[src/rtl/hs_pkg.sv]
// Shared definitions for the valid/ready stream source and its companion sink.
package hs_pkg;

  typedef enum logic [1:0] {
    ST_IDLE = 2'd0,
    ST_RUN  = 2'd1,
    ST_DONE = 2'd2
  } hs_state_t;

  // Default nonzero seed for the gap LFSR.
  localparam logic [15:0] LFSR_SEED_DEFAULT = 16'hACE1;

  // Taps for x^16+x^14+x^13+x^11 in a shift-left Fibonacci register: bits 15,13,12,10.
  localparam logic [15:0] LFSR_TAPS = 16'hB400;

  // Only the two low LFSR bits decide whether a beat may be issued (75% duty).
  localparam logic [15:0] LFSR_GAP_MASK = 16'h0003;

  // One Fibonacci step: shift left, XOR of tapped bits enters bit 0.
  function automatic logic [15:0] lfsr_step(input logic [15:0] v);
    return {v[14:0], ^(v & LFSR_TAPS)};
  endfunction

endpackage

[src/rtl/hs_lfsr16.sv]
// 16-bit Fibonacci LFSR with advance enable and synchronous seed reload.
module hs_lfsr16
  import hs_pkg::*;
#(
  parameter logic [15:0] SEED = LFSR_SEED_DEFAULT
) (
  input  logic        clk,
  input  logic        rst,
  input  logic        i_load_seed,
  input  logic        i_advance,
  output logic [15:0] o_lfsr
);

  logic [15:0] r_lfsr;
  logic [15:0] w_base;

  // Reload takes priority; advancing on the reload edge steps from the seed.
  assign w_base = i_load_seed ? SEED : r_lfsr;

  // Register update: async reset to seed, otherwise load and/or advance.
  always_ff @(posedge clk or negedge rst) begin
    if (!rst) begin
      r_lfsr <= SEED;
    end else if (i_advance) begin
      r_lfsr <= lfsr_step(w_base);
    end else begin
      r_lfsr <= w_base;
    end
  end

  assign o_lfsr = r_lfsr;

endmodule

[src/rtl/hs_stream_source.sv]
// Valid/ready burst transmitter with optional pseudo-random idle gaps.
module hs_stream_source
  import hs_pkg::*;
#(
  parameter int          DATA_W    = 16,
  parameter int          CNT_W     = 16,
  parameter logic [15:0] LFSR_SEED = LFSR_SEED_DEFAULT
) (
  input  logic              clk,
  input  logic              rst,
  input  logic              start,
  input  logic [CNT_W-1:0]  beat_count,
  input  logic [DATA_W-1:0] start_value,
  input  logic              gap_en,
  output logic              valid_out,
  output logic [DATA_W-1:0] data_out,
  input  logic              ready_in,
  output logic              busy,
  output logic              done,
  output logic [CNT_W-1:0]  sent_count
);

  hs_state_t         r_state;
  hs_state_t         w_state_n;
  logic              r_valid;
  logic [DATA_W-1:0] r_data;
  logic [CNT_W-1:0]  r_sent;
  logic [CNT_W-1:0]  r_remaining;

  logic              w_accept;
  logic              w_nonempty;
  logic              w_xfer;
  logic              w_last;
  logic              w_issue;
  logic              w_lfsr_adv;
  logic [15:0]       w_lfsr;
  logic [15:0]       w_lfsr_view;

  assign w_accept   = start && ((r_state == ST_IDLE) || (r_state == ST_DONE));
  assign w_nonempty = (beat_count != '0);
  assign w_xfer     = r_valid && ready_in;
  assign w_last     = (r_remaining == CNT_W'(1));

  // On the launch edge the LFSR is being reloaded, so the gap decision uses the seed.
  assign w_lfsr_view = w_accept ? LFSR_SEED : w_lfsr;
  assign w_issue     = !gap_en || ((w_lfsr_view & LFSR_GAP_MASK) != 16'h0000);
  assign w_lfsr_adv  = (r_state == ST_RUN) || (w_accept && w_nonempty);

  hs_lfsr16 #(
    .SEED (LFSR_SEED)
  ) u_lfsr (
    .clk         (clk),
    .rst         (rst),
    .i_load_seed (w_accept),
    .i_advance   (w_lfsr_adv),
    .o_lfsr      (w_lfsr)
  );

  // State register.
  always_ff @(posedge clk or negedge rst) begin
    if (!rst) begin
      r_state <= ST_IDLE;
    end else begin
      r_state <= w_state_n;
    end
  end

  // Next-state logic: launch from IDLE/DONE, finish on the last handshake.
  always_comb begin
    w_state_n = r_state;
    case (r_state)
      ST_IDLE, ST_DONE: begin
        if (start) begin
          w_state_n = w_nonempty ? ST_RUN : ST_DONE;
        end
      end
      ST_RUN: begin
        if (w_xfer && w_last) begin
          w_state_n = ST_DONE;
        end
      end
      default: w_state_n = ST_IDLE;
    endcase
  end

  // Beat issue, data increment and transfer counting; a pending beat is never retracted.
  always_ff @(posedge clk or negedge rst) begin
    if (!rst) begin
      r_valid     <= 1'b0;
      r_data      <= '0;
      r_sent      <= '0;
      r_remaining <= '0;
    end else if (w_accept) begin
      r_remaining <= beat_count;
      r_data      <= start_value;
      r_sent      <= '0;
      r_valid     <= w_nonempty && w_issue;
    end else if (r_state == ST_RUN) begin
      if (w_xfer) begin
        r_sent      <= r_sent + CNT_W'(1);
        r_remaining <= r_remaining - CNT_W'(1);
        r_data      <= r_data + DATA_W'(1);
        r_valid     <= w_last ? 1'b0 : w_issue;
      end else if (!r_valid) begin
        r_valid     <= w_issue;
      end
    end
  end

  assign valid_out  = r_valid;
  assign data_out   = r_data;
  assign sent_count = r_sent;
  assign busy       = (r_state == ST_RUN);
  assign done       = (r_state == ST_DONE);

endmodule

[config.mk]
export PLATFORM = sky130hd
export DESIGN_NAME = hs_stream_source
export DESIGN_NICKNAME = d
export VERILOG_FILES = /design/src/rtl/hs_pkg.sv /design/src/rtl/hs_lfsr16.sv /design/src/rtl/hs_stream_source.sv
export SDC_FILE = /design/constraint.sdc
export NUM_CORES = 1
export LEC_CHECK = 0
export ABC_CLOCK_PERIOD_IN_PS = 2800
export BUFFER_PORTS_ARGS = -buffer_cell sky130_fd_sc_hd__buf_2
export CORE_ASPECT_RATIO = 0.6
export CORE_UTILIZATION = 40
export CTS_CLUSTER_DIAMETER = 150
export DETAILED_ROUTE_END_ITERATION = 6
export PLACE_DENSITY = 0.68
export SYNTH_ARGS = -nofsm -noshare
export SYNTH_HDL_FRONTEND = slang
export SYNTH_SLANG_ARGS = --single-unit
[constraint.sdc]
create_clock -name clk -period 2.8 [get_ports clk]
set_input_delay 0.56 -clock clk [delete_from_list [all_inputs] [get_ports clk]]
set_output_delay 0.56 -clock clk [all_outputs]
set_load 0.02 [all_outputs]
# Yosys cells after proc, flatten, opt, wreduce, memory -nomap -nowiden
# Cells that the tools add are included.
# classes
n_addsub	3
eq_ne	5
n_mux	20
reduce_logical	18
# ops
operator	n
2-to-1 mux 16 bit	11
adder 16 x 1 -> 16 bit, second input constant	2
nonzero test 16 bit	2
equality test 16 x 1 -> 1 bit, second input constant	1
parity 16 bit	1
subtractor 16 x 1 -> 16 bit, second input constant	1
2-to-1 mux 2 bit	3
logical AND 1 bit	5
2-to-1 mux 1 bit	5
one-hot mux 2 bit (2 select lines)	1
AND reduction 2 bit	2
nonzero test 2 bit	2
logical OR 1 bit	3
equality test 2 x 1 -> 1 bit, second input constant	1
equality test 2 bit, second input constant	1
logical NOT 2 bit	1
inequality test 2 x 1 -> 1 bit, second input constant	1
inequality test 2 bit, second input constant	1
OR reduction 2 bit	1
logical NOT 1 bit	1
# totals
reg_bits	67
input_bits	37
out_inout_bits	35
elab_cells	52

# Depth between registers and ports, before layout
# depth
word_depth	10
ltp_mapped	6
ltp_nobuf	5

# Modules after synthesis
# A second synthesis with hierarchy kept.
# unflattened
cells_unflattened	373
hier_area_um2	3515.9
# modules_own_cells
mod	instances	cells_per_inst	area_each_um2	seq_area_each_um2
hs_stream_source	1	310	2826.5	1276.2
hs_lfsr16	1	63	689.4	410.4

# Worst setup path before layout
# No wires, ideal clock.
# synth_path
kind	register to register
from	register r_data[6], in the netlist data_out[6]
to	register r_data[15], in the netlist data_out[15]
arrival_time_ps	1749
required_ps	2718
slack_ps	969
path_stages_with_launch	6
n_path_buf	1
path_cell_list	dfrtp_1 nand4_1 or3_1 buf_6 or4_1 a31oi_1
# synth_between
elab_chain_cells	4
# synth_lines
item	line_no	text
from (decl)	hs_stream_source.sv:26	logic [DATA_W-1:0] r_data;
from (signal assigned)	hs_stream_source.sv:95	r_data <= start_value;
from (signal assigned)	hs_stream_source.sv:102	r_data <= r_data + DATA_W'(1);
adder 16 x 1 -> 16 bit	hs_stream_source.sv:102	
2-to-1 mux 16 bit	hs_stream_source.sv:99	if (w_xfer) begin
2-to-1 mux 16 bit	hs_stream_source.sv:98	end else if (r_state == ST_RUN) begin
2-to-1 mux 16 bit	hs_stream_source.sv:93	end else if (w_accept) begin
# No other way between the ends. The select of a mux whose other input is x is not followed.
# A chain may end at the register's enable or synchronous reset.

# Worst setup path in the final report
# layout_path
from	register r_state[0]
to	register r_sent[15], in the netlist sent_count[15]
# layout_between
elab_chain_cells	5
# layout_lines
item	line_no	text
from (decl)	hs_stream_source.sv:23	hs_state_t r_state;
from (signal assigned)	hs_stream_source.sv:64	r_state <= w_state_n;
equality test 2 bit or logical NOT 2 bit (tied branches)	hs_stream_source.sv:39	assign w_accept = start && ((r_state == ST_IDLE) || (r_state == ST_DONE));
logical OR 1 bit	hs_stream_source.sv:39	
logical AND 1 bit	hs_stream_source.sv:39	
nonzero test 2 bit (no source line)	--	
AND reduction 2 bit (no source line)	--	
to (signal assigned)	hs_stream_source.sv:100	r_sent <= r_sent + CNT_W'(1);
to (decl)	hs_stream_source.sv:27	logic [CNT_W-1:0] r_sent;
# Several ways; a longest one is shown, not always the timed one.

==> results.py <==
metrics = {
    "global_route": {
        "antenna_found_initial": 0,
        "grt_pass1_wl_mm": 14.8,
        "track_usage": 0.220,
        "overflow": 0,
        "grt_max_degree": 68,
        "first_global_vias": 2954,
    },
    "timing": {
        "setup_ws_ns": 0.622,
        "holdWs_ns": 0.234,
        "maxSlewViolCount": 0,
        "worst_pin_slew_ns": 0.702,
        "tns_ns": 0,
        "rsz0062_at_grt": "false",
        "finClkSkew_ns": 0.00487,
        "hold_viol_final": 0,
        "finalSetupViolCount": 0,
        "layout_worst_path_cycle_share": 0.778,
        "max_freq_mhz": 459,
        "fin_crit_ns": 2.18,
        "slew_headroom": 0.531,
    },
    "synth": {
        "syn_area_per_cell_um2": 9.39,
        "yosysMostFrequentCell": "dfrtp_1",
        "synthDistinctLibCells": 52,
        "yosysSeqAreaShare": 0.489,
        "ys_ff_latch": 67,
        "ys.warnings.count": 0,
        "synth_area_leader_cell": "dfrtp_1",
        "syn_nets": 408,
        "ys.flop_type": "dfrtp_1",
        "synth_edf_count": 0,
        "synth-async-reset-ratio": 1.00,
        "synthTopCellsByCount": "59 x dfrtp_1, 43 x nand2_1, 35 x nor2_1, 29 x o21ai_0, 17 x a21oi_1",
        "synth_top_area_share": 0.428,
        "syn-cell-area_um2": 3450,
        "synth.area.top_cells": "dfrtp_1 43%, dfstp_2 6.1%, nand2_1 4.7%",
        "synthCells": 367,
    },
    "detailed_routing": {
        "drt_wl_total_mm": 9.07,
        "ant_nets": 0,
        "drt_iter0_drc": 259,
        "drt_first_pass_iters": 5,
        "wire_per_inst_um": 16.6,
        "drc": 0,
        "dr_total_vias": 3131,
        "viasPerCell": 5.72,
    },
    "clock_network": {
        "ctsHtreeMaxLevel": 3,
        "cts.sinks": 67,
        "cts_root_buf": "clkbuf_16",
        "clk_pin_slew_ns": 0.06,
        "cts_made_buffers": 9,
        "cts.repair.resized": 0,
        "clk_latency_ns": 0.34,
        "ctsHoldBuffers": 0,
        "post_cts_buffers": 0,
        "cts_tree": "yes",
        "cts_buffer_depth": 2,
    },
    "hold_path": {
        "hold_class": "in -> async",
    },
    "placed_design": {
        "pre_cts_ws_ns": 0.489,
        "io_buffer_count": 71,
        "dp_hpwl_mm": 6.31,
        "placed_area_um2": 3920,
        "place_congestion": 0.859,
    },
    "power_and_ir_drop": {
        "power_leakage_nw": 1.86,
        "p_int_mw": 2.92,
        "power.switching_mw": 1.92,
        "comb_power_share": 0.362,
        "cellPowerDensity_nw_per_um2": 1140,
        "p_clk_frac": 0.255,
        "seq_power_share": 0.383,
        "ir_worst_vdd_uv": 394,
        "switching_share": 0.398,
    },
    "floorplanning": {
        "die_area_um2": 9000,
        "die_height_um": 73.9,
        "start_util": 0.425,
        "die_w_um": 122,
        "core-area_um2": 8100,
        "rows": 25,
        "boundaryPins": 72,
    },
    "layout": {
        "syn_to_final_growth_pct": 23.2,
        "layout.nets": 475,
        "n_antenna_cell": 0,
        "fillers": 749,
        "multi_input_comb_area_um2": 1640,
        "seq_area_um2": 1690,
        "drive_above_1_share": 0.244,
        "stdcell_area_um2": 4250,
    },
    "critical_path": {
        "end_kind": "register",
        "worst-r2r-cell-count": 4,
        "worst_ep_required_time_ns": 3.06,
        "cp-start-kind": "register",
        "path_class": "reg -> reg",
        "reg2reg_to": "sent_count[15]",
        "r2r_start": "r_state[0]",
        "critPathArrivalTime_ns": 2.44,
        "cp_max_fo": 13,
        "crit_end": "sent_count[15]",
        "reg2reg_slack_ns": 0.62,
        "startpoint": "r_state[0]",
    },
    "run_status": {
        "outcome": "finished clean",
    },
    "flow_run": {
        "drv_cap": 0,
    },
}
## worst min path at each step
stage | depth (start not counted) | slack, ns | end
3_3_place_gp | 2 | 0.46 | u_lfsr.o_lfsr[15]
5_1_grt | 2 | 0.26 | data_out[9]
6_report | 2 | 0.23 | data_out[9]
3_5_place_dp | 1 | 0.48 | u_lfsr.o_lfsr[2]
2_1_floorplan | 0 | 0.26 | data_out[0]
4_1_cts | 2 | 0.25 | data_out[15]
## metal layers
layer,global-route usage,part of all wire,up-vias
met5,0,0,-
met4,0.0727,0.010,0
met3,0.0792,0.092,9
met2,0.308,0.40,123
met1,0.312,0.49,1499
li1,-,-,1500
## layout make-up
cell class	instances	share of cell area
Tap cell	108	0.0318
Inverter	9	0.00795
Multi-Input combinational cell	270	0.386
Clock inverter	7	0.0239
Clock buffer	9	0.0530
Timing Repair Buffer	77	0.100
Sequential cell	67	0.397
## power by group through the flow
stage               sequential [mW]  combinational [mW]  clock (mW)
floorplan                      1.94                1.08           0
CTS                            1.84                1.76        1.26
finish                         1.85                1.75        1.24
detailed placement             1.85                1.75           0
global route                   1.91                1.96        1.30
global placement               1.83                1.68           0
## registers in the layout, indices dropped and copies added (netlist names)
name	count
r_remaining	16
valid_out	1
r_state	2
sent_count	16
u_lfsr.o_lfsr	16
data_out	16
## metrics by stage
step                utilization  std cells  power (mW)
detailed placement        0.484        531        3.60
CTS                       0.524        547        4.86
global route              0.524        547        5.17
floorplan                     -        367        3.02
finish                    0.524        547        4.84
global placement          0.484        531        3.52
## cells in the final DEF, fill, tap and decap left out, drive strengths merged, types with 2 or more instances in the layout
master,count
xnor2,9
a211oi,3
nor2,35
nor2b,2
buf,77
xor2,8
o21ai,30
clkinv,2
a221o,8
or4,6
nand4,12
and2,2
o22ai,4
nand2b,2
nand4b,2
nor4,12
or3,9
dfstp,8
o22a,4
and3,2
mux2i,2
inv,10
a21oi,17
clkbuf,9
a31oi,6
a22o,4
nand3,10
clkinvlp,2
nor3,8
o211ai,4
bufinv,2
ha,4
dfrtp,59
nand2,43
and4,6
a22oi,2
o31ai,3
## critical path: stages, from the launching register on
cell,delay [ns]
dfrtp_1,0.51
and4b_1,0.55
o2111ai_1,0.41
or3_1,0.47
a21oi_1,0.16
## cell families after synthesis
group,Yosys count,share of synthesized area
adders and majority gates,4,0.0145
AOI/OAI and AO/OA,94,0.180
DFF,67,0.489
and+or+nand+nor,153,0.230
muxes,2,0.00581
buffers and inverters,30,0.0370
xor gates and xnor gates,17,0.0432
Power figures use the tool's default switching activity.
